==> src/rtl/core_run_sequencer.sv <==
// Host-side sequencer for the core start/ack handshake: resets the core, pulses
// start, waits for ack and reports each run's latency across a batch of runs.
module core_run_sequencer #(
  parameter int RST_CYCLES     = 2,
  parameter int START_CYCLES   = 3,
  parameter int TIMEOUT_CYCLES = 1000,
  parameter int CW             = 16
) (
  input  logic          clk,
  input  logic          reset,
  input  logic          run_req,
  input  logic [3:0]    num_runs,
  input  logic          ack,
  output logic          core_reset,
  output logic          start,
  output logic [3:0]    prog_sel,
  output logic          busy,
  output logic          done,
  output logic          timeout,
  output logic          run_valid,
  output logic [CW-1:0] run_cycles,
  output logic [3:0]    run_id
);

  typedef enum logic [2:0] {
    S_IDLE,
    S_CRST,
    S_STRT,
    S_WAIT,
    S_REC,
    S_DONE
  } state_t;

  localparam logic [CW-1:0] RST_LIM   = CW'(RST_CYCLES);
  localparam logic [CW-1:0] START_LIM = CW'(START_CYCLES);
  localparam logic [CW-1:0] TO_LIM    = CW'(TIMEOUT_CYCLES);
  localparam logic [CW-1:0] ONE       = CW'(1);

  state_t        state_q, state_d;
  logic [CW-1:0] cnt_q, cnt_d;
  logic [3:0]    num_q, num_d;
  logic [3:0]    prog_sel_q, prog_sel_d;
  logic [3:0]    run_id_q, run_id_d;
  logic [CW-1:0] run_cycles_q, run_cycles_d;
  logic          timeout_q, timeout_d;
  logic          core_reset_q, core_reset_d;
  logic          start_q, start_d;
  logic          busy_q, busy_d;
  logic          done_q, done_d;
  logic          run_valid_q, run_valid_d;

  always_comb begin
    state_d      = state_q;
    cnt_d        = cnt_q;
    num_d        = num_q;
    prog_sel_d   = prog_sel_q;
    run_id_d     = run_id_q;
    run_cycles_d = run_cycles_q;
    timeout_d    = timeout_q;

    case (state_q)
      S_IDLE, S_DONE: begin
        if (run_req) begin
          num_d      = num_runs;
          prog_sel_d = 4'd0;
          timeout_d  = 1'b0;
          cnt_d      = ONE;
          state_d    = S_CRST;
        end
      end
      S_CRST: begin
        if (cnt_q == RST_LIM) begin
          cnt_d   = ONE;
          state_d = S_STRT;
        end else begin
          cnt_d = cnt_q + ONE;
        end
      end
      S_STRT: begin
        if (cnt_q == START_LIM) begin
          cnt_d   = ONE;
          state_d = S_WAIT;
        end else begin
          cnt_d = cnt_q + ONE;
        end
      end
      S_WAIT: begin
        // ack wins over a timeout landing on the same cycle
        if (ack) begin
          run_cycles_d = cnt_q;
          run_id_d     = prog_sel_q;
          cnt_d        = '0;
          state_d      = S_REC;
        end else if (cnt_q >= TO_LIM) begin
          run_cycles_d = TO_LIM;
          run_id_d     = prog_sel_q;
          timeout_d    = 1'b1;
          cnt_d        = '0;
          state_d      = S_REC;
        end else begin
          cnt_d = cnt_q + ONE;
        end
      end
      S_REC: begin
        if (prog_sel_q == num_q) begin
          cnt_d   = '0;
          state_d = S_DONE;
        end else begin
          prog_sel_d = prog_sel_q + 4'd1;
          cnt_d      = ONE;
          state_d    = S_CRST;
        end
      end
      default: begin
        cnt_d   = '0;
        state_d = S_IDLE;
      end
    endcase

    // Outputs are decoded from the next state so the registered copies line up with state_q
    core_reset_d = (state_d == S_IDLE) || (state_d == S_CRST) ||
                   (state_d == S_REC)  || (state_d == S_DONE);
    start_d      = (state_d == S_STRT);
    busy_d       = (state_d == S_CRST) || (state_d == S_STRT) ||
                   (state_d == S_WAIT) || (state_d == S_REC);
    done_d       = (state_d == S_DONE);
    run_valid_d  = (state_d == S_REC);
  end

  always_ff @(posedge clk) begin
    if (reset) begin
      state_q      <= S_IDLE;
      cnt_q        <= '0;
      num_q        <= 4'd0;
      prog_sel_q   <= 4'd0;
      run_id_q     <= 4'd0;
      run_cycles_q <= '0;
      timeout_q    <= 1'b0;
      core_reset_q <= 1'b1;
      start_q      <= 1'b0;
      busy_q       <= 1'b0;
      done_q       <= 1'b0;
      run_valid_q  <= 1'b0;
    end else begin
      state_q      <= state_d;
      cnt_q        <= cnt_d;
      num_q        <= num_d;
      prog_sel_q   <= prog_sel_d;
      run_id_q     <= run_id_d;
      run_cycles_q <= run_cycles_d;
      timeout_q    <= timeout_d;
      core_reset_q <= core_reset_d;
      start_q      <= start_d;
      busy_q       <= busy_d;
      done_q       <= done_d;
      run_valid_q  <= run_valid_d;
    end
  end

  assign core_reset = core_reset_q;
  assign start      = start_q;
  assign prog_sel   = prog_sel_q;
  assign busy       = busy_q;
  assign done       = done_q;
  assign timeout    = timeout_q;
  assign run_valid  = run_valid_q;
  assign run_cycles = run_cycles_q;
  assign run_id     = run_id_q;

endmodule

==> config.mk <==
export PLATFORM = sky130hd
export DESIGN_NAME = core_run_sequencer
export DESIGN_NICKNAME = d
export VERILOG_FILES = /design/src/rtl/core_run_sequencer.sv
export SDC_FILE = /design/constraint.sdc
export NUM_CORES = 1
export LEC_CHECK = 0
export CAP_MARGIN = 25
export CELL_PAD_IN_SITES_DETAIL_PLACEMENT = 1
export CELL_PAD_IN_SITES_GLOBAL_PLACEMENT = 2
export CORE_UTILIZATION = 29
export DETAILED_ROUTE_END_ITERATION = 16
export MAX_ROUTING_LAYER = met4
export PLACE_DENSITY_LB_ADDON = 0.05
export SYNTH_ARGS = -nofsm -noshare
export SYNTH_HDL_FRONTEND = slang
export SYNTH_SLANG_ARGS = --single-unit
==> constraint.sdc <==
create_clock -name clk -period 2.16 [get_ports clk]
set_input_delay 0.432 -clock clk [delete_from_list [all_inputs] [get_ports clk]]
set_output_delay 0.432 -clock clk [all_outputs]
set_load 0.02 [all_outputs]
# ---- After elaboration in Yosys (flattened, before gate mapping)
# Cells that the tools add are included.
dict set report op_classes {
  add_sub_neg 2
  magnitude_cmp 1
  eq_ne 17
  n_mux 25
  n_reduce_logical 16
}
# cell n
set op_table {}
lappend op_table {{16-bit 2-to-1 mux} 7}
lappend op_table {{16-bit one-hot mux with 5 select lines} 1}
lappend op_table {{16-bit by 2-bit equality test with 1-bit output, second input constant} 2}
lappend op_table {{3-bit 2-to-1 mux} 6}
lappend op_table {{16-bit by 1-bit adder with 16-bit output, second input constant} 1}
lappend op_table {{16-bit by 10-bit greater-or-equal comparator with 1-bit output, second input constant} 1}
lappend op_table {{4-bit 2-to-1 mux} 4}
lappend op_table {{3-bit one-hot mux with 5 select lines} 1}
lappend op_table {{3-bit by 2-bit equality test with 1-bit output, second input constant} 4}
lappend op_table {{3-bit equality test, second input constant} 4}
lappend op_table {{2-bit != test, second input constant} 4}
lappend op_table {{4-bit one-hot mux with 2 select lines} 1}
lappend op_table {{3-bit by 1-bit equality test with 1-bit output, second input constant} 2}
lappend op_table {{3-bit zero test} 2}
lappend op_table {{1-bit logical OR} 6}
lappend op_table {{2-bit nonzero test} 3}
lappend op_table {{4-bit by 1-bit adder with 4-bit output, second input constant} 1}
lappend op_table {{4-bit equality test} 1}
lappend op_table {{1-bit 2-to-1 mux} 4}
lappend op_table {{2-bit AND reduction} 2}
lappend op_table {{4-bit AND reduction} 1}
lappend op_table {{3-bit AND reduction} 1}
lappend op_table {{1-bit one-hot mux with 2 select lines} 1}
lappend op_table {{2-bit OR reduction} 1}
dict set report word_totals {
  register_bits 53
  in_bits 8
  output_inout_bits 30
}

# ---- Logic depth before layout (Yosys ltp)
dict set report logic_depth {
  depth_word 8
  depth_mapped 7
  ltp_nobuf 6
}

# ---- Worst setup path before layout
# Ideal clock, no wire load.
dict set report synth_path {
  path_kind {flip-flop to flip-flop}
  startpoint {register cnt_q[15]}
  endpoint {register cnt_q[11]}
  setup_time_ns 0.115
  arrival_time_ns 1.957
  setup_slack_ns 0.088
  path_stages_with_launch 7
  synth_period_minus_slack_ns 2.072
  cell_sequence {dfxtp_1 > or4_4 > nor4_4 > a21boi_2 > o41ai_4 > buf_6 > nor2_2}
}
dict set report synth_between {
  elab_chain_cells 4
  elab_cells_between_ends 8
  classes_between {order compare (1); eq/ne (2); mux (5)}
}
# element line_no
set synth_lines {}
lappend synth_lines {{start: declaration} 40} ;# logic [CW-1:0] cnt_q, cnt_d;
lappend synth_lines {{start signal: assignment} 146} ;# cnt_q <= cnt_d;
lappend synth_lines {{16-bit by 10-bit greater-or-equal comparator with 1-bit output} 94} ;# end else if (cnt_q >= TO_LIM) begin
lappend synth_lines {{16-bit 2-to-1 mux} 94}
lappend synth_lines {{16-bit 2-to-1 mux} 89} ;# if (ack) begin
lappend synth_lines {{16-bit one-hot mux with 5 select lines *} 61} ;# case (state_q)
# Mark *: on every way between the ends. The rest lies on a longest branch, timed or not.
# A chain may end at the register's enable or synchronous reset.

# ---- Worst setup path in the final report
dict set report layout_path {
  startpoint {register cnt_q[15]}
  endpoint {register busy_q, in the netlist busy}
}
dict set report layout_between {
  elab_chain_cells 8
  elab_cells_between_ends 15
  classes_between {order compare (1); eq/ne (6); mux (5); reduce/logical (3)}
}
# element line_no
set layout_lines {}
lappend layout_lines {{16-bit by 10-bit greater-or-equal comparator with 1-bit output} 94}
lappend layout_lines {{3-bit 2-to-1 mux} 94}
lappend layout_lines {{3-bit 2-to-1 mux} 89}
lappend layout_lines {{3-bit one-hot mux with 5 select lines *} 61}
lappend layout_lines {{3-bit by 1-bit equality test with 1-bit output or 3-bit by 2-bit equality test with 1-bit output (tied branches)} 124} ;# busy_d = (state_d == S_CRST) || (state_d == S_STRT) ||
lappend layout_lines {{1-bit logical OR (2 in a row)} 124}
lappend layout_lines {{1-bit logical OR *} 125} ;# (state_d == S_WAIT) || (state_d == S_REC);
lappend layout_lines {{end signal: assignment} 154} ;# busy_q <= busy_d;
lappend layout_lines {{end: declaration} 48} ;# logic busy_q, busy_d;
# Marked as above.

==> results by group <==
Run status
  – Status: finished, final reports clean

Logic synthesis
  – Post-Syn Area per Cell: 9.21 um^2
  – Top_reg_cell synth: dfxtp_1
  – Top post-synthesis cells by count: 53 x dfxtp_1, 23 x nand2_1, 23 x nor2_1, 17 x a21oi_1, 12 x nor3_1
  – Area contributors post-synth: dfxtp_1 43%, xnor2_1 3.9%, nand2_1 3.5%, nor2_1 3.5%, a21oi_1 3.5%
  – Synthesized area: 2460 um^2
  – Synth top area share: 0.432
  – Flop and latch count out of synthesis: 53
  – Synth Warn #: 0
  – Number of synthesized flops with an enable pin: 0
  – Yosys cell types: 48
  – Post-synthesis sequential area ratio: 0.432
  – Area leader, netlist: dfxtp_1
  – Async SR Flop Fraction: 0
  – Cells after synthesis: 267
  – Synth Net Count: 279
  – Count leader, synth: dfxtp_1

Routing
  – First-pass DRT Iterations: 5
  – Via density per instance: 4.97
  – WL met1: 3.67 mm
  – Via count: 2216
  – Routed len/inst: 15.9 um
  – WL met2: 3.13 mm
  – Antenna Nets Post-Route: 0
  – # DRC: 0
  – WL met3: 213 um
  – Max Used Layer: met4
  – 1st-iter DRT viols: 85
  – WL final: 7.11 mm

Worst setup path
  – Reg-to-reg startpoint: cnt_q[15]$_SDFFE_PP0P_
  – Crit Path Category: reg -> reg
  – CP required: 2.39 ns
  – FF-to-FF path depth: 5
  – Critical path origin: cnt_q[15]$_SDFFE_PP0P_
  – Critical R2R Capture: busy$_SDFF_PP0_
  – Worst Setup End Kind: register
  – Kind of start point of the critical path: register
  – Reg2Reg Setup Slack: 0.06 ns
  – Worst path most repeated cell: or4_4
  – Worst EP arrival: 2.34 ns
  – Crit-path max FO: 4
  – Critical-path cell list: or4_4 -> or4_4 -> o22ai_2 -> nor3_4 -> a311oi_2
  – Slowest-stage cell, CP: or4_4
  – Critical Path Max Stage Delay: 0.58 ns

Floorplan
  – Placement Rows: 33
  – Die H: 94.1 um
  – Initial core utilization: 0.299
  – Die Wd: 94.1 um
  – Core Box Area: 8220 um^2
  – Die area: 8850 um^2
  – Num ports: 38

Place
  – Placed wire-length estimate: 5.39 mm
  – Port Buffers: 37
  – RePlAce Congestion: 0.851

Clocking
  – Root Driver: clkbuf_8
  – Number of setup buffers added after CTS: 0
  – Cts bufs inserted: 5
  – CTS sink count: 53
  – Clock-pin slew on the worst setup and hold paths: 0.10 ns
  – CTS tree: yes
  – Deepest clock path buffer count: 2
  – Skew-Pair Late Insertion Delay: 0.31 ns
  – H-Tree Depth: 2

Global routing
  – Largest net degree at the start of global routing: 31
  – Global-route wire length before repair: 11.9 mm
  – Overflow after GRT: 0
  – Vias in the first global route: 2275
  – All-Layer GR Usage: 0.182
  – Initial antenna violation count: 0

Power and ir drop
  – Power share of the clock group: 0.393
  – Total power: 2.03 mW
  – Leak: 1.30 nW
  – Switching power: 0.482 mW
  – Flop pwr share: 0.496
  – Switch share: 0.237
  – Comb power frac: 0.110
  – VDD IR max: 0.366 mV
  – Internal: 1.55 mW
  – Power per cell area: 600 nW/um^2

Layout
  – Layout cells sized above 1: 0.240
  – # nets final: 352
  – P&R area growth vs syn: 37.8%
  – ANT cells: 0

Hold path
  – Worst hold path endpoint: run_id[1]$_SDFFE_PP0P_
  – HP Class: reg -> reg
  – Hold_sp: run_id[1]$_SDFFE_PP0P_
  – Hold Crit Depth: 2

Timing
  – Slew of the pin with the lowest slew margin: 0.494 ns
  – Final Max Slew Viols: 0
  – Tmin final: 2.10 ns
  – Worst slew margin relative to its limit: 0.668
  – Unrepaired setup endpoints after global routing: true
  – Final Cycle Share: 0.974
  – Hold Vio Cnt, Final: 0
  – Final setup violation count: 0
  – Clock skew: 0.00815 ns
  – Fmax: 475 MHz
  – WHS: 0.457 ns

Run
  – Max-cap violation count: 0
layer usage:
metal / track usage / vias to the layer above
met5: - / -
met4: 0.0590 / 0
met3: 0.0275 / 6
met2: 0.280 / 39
met1: 0.245 / 1066
li1: - / 1105
worst max-delay path: cells and delay by family (launching register included):
kind	cells	cell delay (ns)
AO/OA/AOI/OAI	2	0.46
flip-flops	1	0.33
AND/OR/NAND/NOR	3	1.23
layout make-up:
type / count / area [um^2]
sequential: 53 / 1060
timing repair buffer: 79 / 711
inverter: 10 / 37.5
multi-input combinational: 191 / 1310
tap: 105 / 131
clock buffer: 5 / 68.8
clock inverter: 3 / 65.1
fill: 967 / 4830
sequential cells by signal (all words and copies together), names as in the netlist, 3 cells and up:
signal,cells
prog_sel,4
run_cycles,16
cnt_q,16
state_q,3
run_id,4
num_q,4
power groups by stage:
stage | sequential (mW) | combinational (mW) | clock (mW)
after global routing | 1.01 | 0.246 | 0.860
final | 1.01 | 0.224 | 0.800
after floorplan | 1.03 | 0.119 | 0
after CTS | 1.01 | 0.225 | 0.827
after global placement | 1.03 | 0.220 | 0
after detailed placement | 1.03 | 0.223 | 0
cells in the final DEF (no fill, tap or decap), types with 7 or more instances in the layout:
cell type         n
a21oi_1          16
a22oi_1          11
buf_4            40
clkdlybuf4s50_1  37
dfxtp_1          53
inv_1            10
nand2_1          23
nand3_1           7
nor2_1           22
nor2_2           11
nor3_1           12
xnor2_1          11
xor2_1            8
worst max-delay path by stage:
stage                     depth (start not counted)                         end  slack (ns)
after floorplan                                   6      cnt_q[11]$_SDFFE_PP0P_        0.09
final                                             5             busy$_SDFF_PP0_        0.06
after detailed placement                          6  run_cycles[2]$_SDFFE_PP0P_        0.07
after global routing                              6       cnt_q[0]$_SDFFE_PP0P_      -0.007
after CTS                                         6       cnt_q[0]$_SDFFE_PP0P_       0.002
after global placement                            6      cnt_q[15]$_SDFFE_PP0P_        0.08
per-stage QoR:
step                 TNS, ns   util  setup WS, ns  instance area (um^2)  instances
floorplan                  0      -        0.0881                  2460        267
global placement           0  0.394        0.0817                  3240        438
detailed placement         0  0.394        0.0662                  3240        438
CTS                        0  0.411       0.00201                  3370        446
global route        -0.00697  0.412      -0.00697                  3390        446
finish                     0  0.412        0.0551                  3390        446
cell families after synthesis:
logic type,after synthesis,share of synthesized area
AND/OR/NAND/NOR,107,0.241
AO/OA/AOI/OAI,60,0.196
flip-flops,53,0.432
buffers and inverters,23,0.0397
XOR/XNOR,19,0.0677
adder cells (fa/ha/maj),4,0.0204
multiplexers,1,0.00407
what timing repair did:
action / in CTS / in global routing
gates resized for setup: 0 / 4
endpoints found under the setup margin: 0 / 29
hold buffers: 0 / 0
(Power assumes the default switching activity.)
